===== src/rtl/rab_miss_pkg.sv =====
// Shared types and constants for the RAB miss arbiter: entry layout, widths,
// and the round-robin index helper.
package rab_miss_pkg;

  localparam int N_PORTS        = 3;
  localparam int C_AXI_ID_WIDTH = 8;
  localparam int PORT_ID_WIDTH  = 2;
  localparam int FIFO_DEPTH     = 4;
  localparam int ADDR_WIDTH     = 32;
  localparam int PTR_WIDTH      = $clog2(FIFO_DEPTH);
  localparam int CNT_WIDTH      = PTR_WIDTH + 1;

  typedef logic [PORT_ID_WIDTH-1:0] port_idx_t;

  typedef struct packed {
    port_idx_t                 port;
    logic [C_AXI_ID_WIDTH-1:0] id;
    logic [ADDR_WIDTH-1:0]     addr;
  } miss_entry_t;

  // Next port index in round-robin order, wrapping at N_PORTS (not at 2**PORT_ID_WIDTH).
  function automatic port_idx_t rr_next(input port_idx_t idx);
    return (idx == port_idx_t'(N_PORTS - 1)) ? '0 : idx + 1'b1;
  endfunction

endpackage


===== src/rtl/rab_miss_fifo.sv =====
// Small synchronous FIFO of miss entries; the head is read straight from storage
// and forced to zero while empty.
module rab_miss_fifo
  import rab_miss_pkg::*;
(
  input  logic        clk,
  input  logic        rst,
  input  logic        push_i,
  input  miss_entry_t push_entry_i,
  input  logic        pop_i,
  output logic        full_o,
  output logic        empty_o,
  output miss_entry_t head_o
);

  logic [PTR_WIDTH-1:0] wr_ptr_q, wr_ptr_d;
  logic [PTR_WIDTH-1:0] rd_ptr_q, rd_ptr_d;
  logic [CNT_WIDTH-1:0] count_q, count_d;
  miss_entry_t          mem_q [FIFO_DEPTH];
  logic                 do_push, do_pop;

  assign full_o  = (count_q == CNT_WIDTH'(FIFO_DEPTH));
  assign empty_o = (count_q == '0);
  assign do_push = push_i && !full_o;
  assign do_pop  = pop_i && !empty_o;

  // NOTE: every always_comb output gets a default first so no latch is inferred.
  always_comb begin
    wr_ptr_d = wr_ptr_q;
    rd_ptr_d = rd_ptr_q;
    if (do_push) wr_ptr_d = wr_ptr_q + 1'b1;
    if (do_pop)  rd_ptr_d = rd_ptr_q + 1'b1;
    count_d = count_q + CNT_WIDTH'(do_push) - CNT_WIDTH'(do_pop);
  end

  // NOTE: sequential state uses non-blocking assignments only.
  always_ff @(posedge clk) begin
    if (rst) begin
      wr_ptr_q <= '0;
      rd_ptr_q <= '0;
      count_q  <= '0;
    end else begin
      wr_ptr_q <= wr_ptr_d;
      rd_ptr_q <= rd_ptr_d;
      count_q  <= count_d;
    end
  end

  // NOTE: storage is not reset; count_q gates every read, so stale data is never visible.
  always_ff @(posedge clk) begin
    if (do_push) mem_q[wr_ptr_q] <= push_entry_i;
  end

  assign head_o = empty_o ? '0 : mem_q[rd_ptr_q];

endmodule


===== src/rtl/rab_miss_arbiter.sv =====
// Round-robin collector of per-port RAB misses into a small FIFO for software readout.
// Optional saturating lost-miss counter enabled by defining RAB_MISS_LOST_CNT_EN.
module rab_miss_arbiter
  import rab_miss_pkg::*;
(
  input  logic                                    s_axi_aclk,
  input  logic                                    s_axi_areset,
`ifdef RAB_MISS_LOST_CNT_EN
  input  logic                                    lost_cnt_clr_i,
  output logic [15:0]                             lost_cnt_o,
`endif
  input  logic [N_PORTS-1:0]                      miss_valid_i,
  input  logic [N_PORTS*ADDR_WIDTH-1:0]           miss_addr_i,
  input  logic [N_PORTS*C_AXI_ID_WIDTH-1:0]       miss_id_i,
  output logic                                    miss_valid_o,
  output logic [ADDR_WIDTH-1:0]                   miss_addr_o,
  output logic [PORT_ID_WIDTH+C_AXI_ID_WIDTH-1:0] miss_id_o,
  input  logic                                    miss_pop_i,
  output logic                                    fifo_full_o,
  output logic [N_PORTS-1:0]                      miss_lost_o
);

  logic [N_PORTS-1:0]        pend_q, pend_d;
  logic [ADDR_WIDTH-1:0]     slot_addr_q [N_PORTS];
  logic [ADDR_WIDTH-1:0]     slot_addr_d [N_PORTS];
  logic [C_AXI_ID_WIDTH-1:0] slot_id_q   [N_PORTS];
  logic [C_AXI_ID_WIDTH-1:0] slot_id_d   [N_PORTS];
  logic [N_PORTS-1:0]        lost_q, lost_d;
  port_idx_t                 rr_q, rr_d;

  port_idx_t   grant_idx, search_idx;
  logic        grant_valid;
  logic        fifo_full, fifo_empty;
  miss_entry_t push_entry, head;

  // Full is taken from the registered count, so a same-cycle pop never frees a slot for a push.
  always_comb begin
    grant_valid = 1'b0;
    grant_idx   = '0;
    search_idx  = rr_q;
    for (int i = 0; i < N_PORTS; i++) begin
      if (!fifo_full && !grant_valid && pend_q[search_idx]) begin
        grant_valid = 1'b1;
        grant_idx   = search_idx;
      end
      search_idx = rr_next(search_idx);
    end
    push_entry = '{port: grant_idx, id: slot_id_q[grant_idx], addr: slot_addr_q[grant_idx]};
    rr_d       = grant_valid ? rr_next(grant_idx) : rr_q;
  end

  // A slot freed by this cycle's grant can capture a new pulse in the same cycle.
  always_comb begin
    pend_d      = pend_q;
    slot_addr_d = slot_addr_q;
    slot_id_d   = slot_id_q;
    lost_d      = '0;
    if (grant_valid) pend_d[grant_idx] = 1'b0;
    for (int p = 0; p < N_PORTS; p++) begin
      if (miss_valid_i[p]) begin
        if (!pend_d[p]) begin
          pend_d[p]      = 1'b1;
          slot_addr_d[p] = miss_addr_i[p*ADDR_WIDTH +: ADDR_WIDTH];
          slot_id_d[p]   = miss_id_i[p*C_AXI_ID_WIDTH +: C_AXI_ID_WIDTH];
        end else begin
          lost_d[p] = 1'b1;
        end
      end
    end
  end

  always_ff @(posedge s_axi_aclk) begin
    if (s_axi_areset) begin
      pend_q <= '0;
      lost_q <= '0;
      rr_q   <= '0;
      for (int p = 0; p < N_PORTS; p++) begin
        slot_addr_q[p] <= '0;
        slot_id_q[p]   <= '0;
      end
    end else begin
      pend_q      <= pend_d;
      lost_q      <= lost_d;
      rr_q        <= rr_d;
      slot_addr_q <= slot_addr_d;
      slot_id_q   <= slot_id_d;
    end
  end

  rab_miss_fifo u_fifo (
    .clk          (s_axi_aclk),
    .rst          (s_axi_areset),
    .push_i       (grant_valid),
    .push_entry_i (push_entry),
    .pop_i        (miss_pop_i),
    .full_o       (fifo_full),
    .empty_o      (fifo_empty),
    .head_o       (head)
  );

  assign miss_valid_o = !fifo_empty;
  assign miss_addr_o  = head.addr;
  assign miss_id_o    = {head.port, head.id};
  assign fifo_full_o  = fifo_full;
  assign miss_lost_o  = lost_q;

`ifdef RAB_MISS_LOST_CNT_EN
  logic [15:0] lost_cnt_q, lost_cnt_d;
  logic [16:0] lost_sum;

  // Counts the registered lost pulses; clear wins over a same-cycle increment.
  always_comb begin
    lost_sum = {1'b0, lost_cnt_q};
    for (int p = 0; p < N_PORTS; p++) lost_sum = lost_sum + 17'(lost_q[p]);
    if (lost_cnt_clr_i)   lost_cnt_d = '0;
    else if (lost_sum[16]) lost_cnt_d = 16'hFFFF;
    else                   lost_cnt_d = lost_sum[15:0];
  end

  always_ff @(posedge s_axi_aclk) begin
    if (s_axi_areset) lost_cnt_q <= '0;
    else              lost_cnt_q <= lost_cnt_d;
  end

  assign lost_cnt_o = lost_cnt_q;
`endif

endmodule


===== config.mk =====
export PLATFORM = sky130hd
export DESIGN_NAME = rab_miss_arbiter
export DESIGN_NICKNAME = d
export VERILOG_FILES = /design/src/rtl/rab_miss_pkg.sv /design/src/rtl/rab_miss_fifo.sv /design/src/rtl/rab_miss_arbiter.sv
export SDC_FILE = /design/constraint.sdc
export NUM_CORES = 1
export LEC_CHECK = 0
export BUFFER_PORTS_ARGS = -buffer_cell sky130_fd_sc_hd__buf_2
export CORE_MARGIN = 3
export CORE_UTILIZATION = 53
export CTS_CLUSTER_SIZE = 8
export DETAILED_ROUTE_END_ITERATION = 16
export GPL_TIMING_DRIVEN = 0
export PLACE_DENSITY_LB_ADDON = 0.05
export RECOVER_POWER = 100
export SLEW_MARGIN = 10
export SYNTH_ARGS = -nofsm -noshare
export SYNTH_HDL_FRONTEND = slang
export SYNTH_SLANG_ARGS = --single-unit

===== constraint.sdc =====
create_clock -name s_axi_aclk -period 2.7 [get_ports s_axi_aclk]
set_clock_uncertainty 0.1 [all_clocks]
set_input_delay 0.54 -clock s_axi_aclk [delete_from_list [all_inputs] [get_ports s_axi_aclk]]
set_output_delay 0.54 -clock s_axi_aclk [all_outputs]
set_load 0.01 [all_outputs]

-- Yosys cells after proc, flatten, opt, wreduce, memory -nomap -nowiden
Memories as Yosys holds them, arrays and structs flattened. A register that Yosys moved wholly into a read port is not among the register bits.
Index checks and enable logic that the tools add are counted.
- register bits after elaboration: 135
- bits in writable memories: 168
- output and inout bits: 47
- word-level logic and storage cells: 95
- memories: 1
- add/sub/neg operators: 7
- order comparisons: 6
- eq/ne operators: 4
- mux-type cells: 35
- bitwise gates (word level): 9
- reduce and logical (&&, ||, !) cells: 19
- memory list (name ; depth ; width ; read ports ; clocked after memory_dff ; wr ports ; line ; source):
    u_fifo.mem_q ; 4 ; 42 ; 1 ; 1 ; 1 ; rab_miss_fifo.sv:19 ; miss_entry_t mem_q [FIFO_DEPTH];
- operators by type and width (operator ; count):
    32-bit binary-select mux with 2-bit select ; 1
    32-bit two-way mux ; 2
    42-bit two-way mux ; 1
    8-bit binary-select mux with 2-bit select ; 1
    2-bit two-way mux ; 8
    8-bit two-way mux ; 2
    1-bit two-way mux ; 15
    2-bit by 3-bit less-than comparator with 1-bit output (second input constant) ; 4
    2-bit by 1-bit adder with 2-bit output (second input constant) ; 5
    1-bit logical AND ; 8
    1-bit binary-select mux with 2-bit select ; 3
    2-bit equality test (second input constant) ; 3
    1-bit inverter ; 6
    2-bit AND reduction ; 3
    2-bit OR reduction ; 3
    1-bit logical NOT ; 4
    3-bit by 1-bit adder with 3-bit output ; 1
    3-bit AND ; 1
    3-bit equality test (second input constant) ; 1
    3-bit greater-or-equal comparator (second input constant) ; 1
    3-bit logical NOT ; 1
    3-bit two-way mux ; 1
    2-bit inverter with 3-bit output ; 1
    3-bit inverter ; 1
    other kinds (3) ; 3

-- Longest topological paths before layout
- word-level depth: 21
- depth in mapped cells: 10

-- Modules after synthesis
Synthesis repeated with hierarchy kept, for this count alone.
- cells, all modules: 1064
- area, all modules: 13250.2 µm²
- modules (own cells, without submodules) (module ; times used ; cells each ; area each (µm²) ; seq. area each (µm²)):
    rab_miss_fifo ; 1 ; 317 ; 6960.4 ; 5225.0
    rab_miss_arbiter ; 1 ; 747 ; 6289.8 ; 2562.5

-- Least setup slack after synthesis
OpenSTA, ideal clock, no wires.
- kind: flip-flop to flip-flop
- start point: register rr_q[1]
- end point: memory u_fifo.mem_q[1][0] (netlist name), enable pin
- library setup time: 0.403 ns
- arrival time: 2.136 ns
- data required time: 2.197 ns
- setup slack: 0.061 ns
- stages on the path, launching flop included: 6
- path buffers: 2
- period minus slack after synthesis: 2.639 ns
- path through: dfxtp_1 clkbuf_1 a21boi_1 o31a_1 clkbuf_1 and2_1
- cells in the longest elaborated chain, start to end: 15
- RTL lines (item ; line ; source):
    start: declaration ; rab_miss_arbiter.sv:29 ; port_idx_t rr_q, rr_d;
    start signal: assignment ; rab_miss_arbiter.sv:84 ; rr_q <= rr_d;
    branches (longest 11 deep; another with 2-bit by 1-bit adder with 2-bit output) ; n/a ;
    1-bit two-way mux (*) ; rab_miss_arbiter.sv:42 ; if (!fifo_full && !grant_valid && pend_q[search_idx]) begin
    1-bit logical AND (*) ; rab_miss_fifo.sv:24 ; assign do_push = push_i && !full_o;
    1-bit two-way mux (*) ; rab_miss_fifo.sv:51 ; if (do_push) mem_q[wr_ptr_q] <= push_entry_i;
    1-bit two-way mux (not written as such) (*) ; rab_miss_fifo.sv:51 ;
    end: declaration ; rab_miss_fifo.sv:19 ;
Mark *: on every way between the ends. The select of a mux whose other input is x is not followed.

==> results_dict.tcl <==
set metrics [dict create \
    status "finished, final reports clean" \
    fmaxAchievable_mhz 379 \
    antenna_found_initial 0 \
    design.core.area_sq_mm 0.0254 \
    ys.flop_type "edfxtp_1" \
    hold_depth 3 \
    post-route-min-period_ns 2.64 \
    ir_drop_uv 558 \
    setup-violations-final 0 \
    most-common-layout-cells "nand2b_1, buf_2, edfxtp_1" \
    wl_mm 33.8 \
    numPortBuffers 171 \
    initial_utilization_pct 54.4 \
    nFillCells 1934 \
    vias 8871 \
    critPathMaxFanout 10 \
    cts_max_path_buffers 3 \
    post-route-period-util_pct 97.8 \
    grt_pass1_wl_mm 52.5 \
    dp_hpwl_mm 23.7 \
    holdPathEnd "slot_addr_q[68]" \
    critPathMaxStageDelay_ns 0.52 \
    cts.sinks 305 \
    r2r-end "u_fifo.mem_q[3][10]" \
    die_w_um 167 \
    max_slew_margin_pct 42.9 \
    path_clk_slew_ns 0.05 \
    p_leak_nw 6.35 \
    synth.cell_area_sq_mm 0.0138 \
    diodes 0 \
    grt_util_all_layers_pct 23.9 \
    drc 0 \
    final_area_sq_mm 0.0166 \
    multi_input_area_sq_mm 0.00558 \
    tightest_slew_ns 0.843 \
    grt_pass1_vias 9188 \
    viasPerCell 5.39 \
    path_cells "buf_12, mux4_2, and2_1, buf_2" \
    first_pass_iters 5 \
    routabilityCongestion 0.823 \
    slowest_stage "mux4_2" \
    cts-root-buf "clkbuf_16" \
    final_nets 1425 \
    syn_inst 1072 \
    hold_start "miss_addr_i[4]" \
    synth-seq-cells 305 \
    cts_tree "built" \
    numCtsBuffers 44 \
    layout_commonest_cell "nand2b_1" \
    async_flop_share_pct 0 \
    clock_latency_ns 0.54 \
    report.final.slew_viol_count 0 \
    final_util_pct 65.5 \
    area_growth_pct 20.5 \
    r2r_cells 7 \
    dpl-instance-area_sq_mm 0.0152 \
    hp-class "in2reg" \
    end_kind "primary output" \
    grt-ovfl-total 0 \
    dieArea_sq_mm 0.0280 \
    syn_avg_cell_area_sq_um 12.9 \
    synth_edf_count 168 \
    drive_gt1_share_pct 26.8 \
    crit_family "multiplexers" \
    cap_violations 0 \
    grt_setup_unrepaired "yes" \
    rows 58 \
    finalHoldViolCount 0 \
    r2r-start "u_fifo.count_q[2]" \
    crit_path_start_kind "flip-flop" \
    critPathBufInv 2 \
    path_depth 4 \
    die_h_um 167 \
    boundaryPins 173 \
    finalPower_mw 15.4 \
    grt_start_max_net_pins 32 \
    criticalPathCategory "reg2out" \
    power.density_mw_per_mm2 927 \
    crit_required_ns 2.06 \
    drt_iter0_drc 689 \
    regArea_sq_mm 0.00779 \
    ys_warn_count 0 \
    synthDistinctLibCells 41 \
    ant_nets 0 \
    synth_seq_area_share_pct 56.4 \
    htreeDepth 2 \
    synth_nets 1205 \
    worstPathArrival_ns 2.00 \
    wl_per_cell_um 20.5 \
    hold_buffers 0 \
    regToRegSetupSlack_ns 0.07 \
]
layer usage:
layer | track usage, % | part of all wire, %
met3 | 4.89 | 6.1
met5 | 0 | 0
met4 | 5.73 | 2.2
met1 | 34.1 | 45
met2 | 38.2 | 47
power by group:
group	internal, mW	switching [mW]
Sequential	5.89	0.329
Combinational	1.90	2.26
Clock	3.07	1.97
area by class of cell:
type | instances | share of cell area [%]
Timing Repair Buffer | 177 | 5.69
Inverter | 52 | 1.17
Clock buffer | 68 | 7.28
Clock inverter | 3 | 0.293
Sequential cell | 305 | 46.8
Buffer | 80 | 2.70
Multi-Input combinational cell | 632 | 33.5
Tap cell | 330 | 2.48
kinds of logic (layout without fill, tap and decap cells):
group           count (synthesis)  after routing  synth area share [%]
flops                         305            305                  56.4
mux                           163            163                  15.6
compound gates                 57             57                  5.60
simple gates                  399            400                  17.2
buf+inv                       136            380                  4.24
fa+ha+maj                       7              7                 0.688
xor+xnor                        5              5                 0.317
per-stage QoR:
step,std cells,hold WS [ns],setup WS [ns],setup TNS [ns]
after global placement,1573,0.359,-0.859,-135.45
final,1647,0.164,0.0581,0
after detailed placement,1577,0.362,-0.137,-0.137
after floorplan,1072,0.349,0.0610,0
after CTS,1645,0.150,0.00815,0
after global routing,1647,0.164,-0.0428,-0.452
sequential cells by signal, summed over array words and instances (netlist names), named ones only:
register         cells
slot_addr_q         96
u_fifo.mem_q       168
u_fifo.count_q       3
rr_q                 2
pend_q               3
u_fifo.rd_ptr_q      2
slot_id_q           24
miss_lost_o          3
u_fifo.wr_ptr_q      2
tightest hold or removal path, cell delays in order:
cell and delay, ns:
buf_2 0.09, nand2b_1 0.05, mux2i_1 0.06
synthesized netlist by cell type, types with 3 or more instances:
| master | count | area [sq um] |
|---|---|---|
| edfxtp_1 | 168 | 5040 |
| a21oi_1 | 6 | 30.0 |
| mux2i_1 | 121 | 1210 |
| nand3_1 | 82 | 410 |
| inv_1 | 50 | 188 |
| o311ai_2 | 38 | 618 |
| ha_1 | 6 | 75.1 |
| clkbuf_1 | 55 | 206 |
| buf_1 | 3 | 11.3 |
| buf_2 | 18 | 90.1 |
| nor2_1 | 8 | 30.0 |
| xnor2_1 | 4 | 35.0 |
| and2_1 | 47 | 294 |
| buf_6 | 6 | 67.6 |
| mux4_2 | 42 | 946 |
| nand2b_1 | 245 | 1530 |
| dfxtp_1 | 137 | 2740 |
| nor3_1 | 5 | 25.0 |
| nor2b_1 | 3 | 18.8 |
worst max path at each step:
stage | start | to | slack (ns)
final | flip-flop | miss_id_o[2] | 0.06
after floorplan | rr_q[1] | u_fifo.mem_q[1][0] | 0.06
after global placement | rr_q[1] | u_fifo.mem_q[0][19] | -0.86
after CTS | flip-flop | miss_addr_o[31] | 0.008
after detailed placement | u_fifo.count_q[2] | u_fifo.count_q[2] | -0.14
after global routing | u_fifo.count_q[2] | u_fifo.mem_q[3][10] | -0.04
timing repair:
item	CTS	global route
gates resized for setup	24	22
buffers inserted	0	2
cloned	0	1
pin swaps	0	4
endpoints found under the setup margin	46	93
Note: power is estimated with default switching activity, not from simulation.
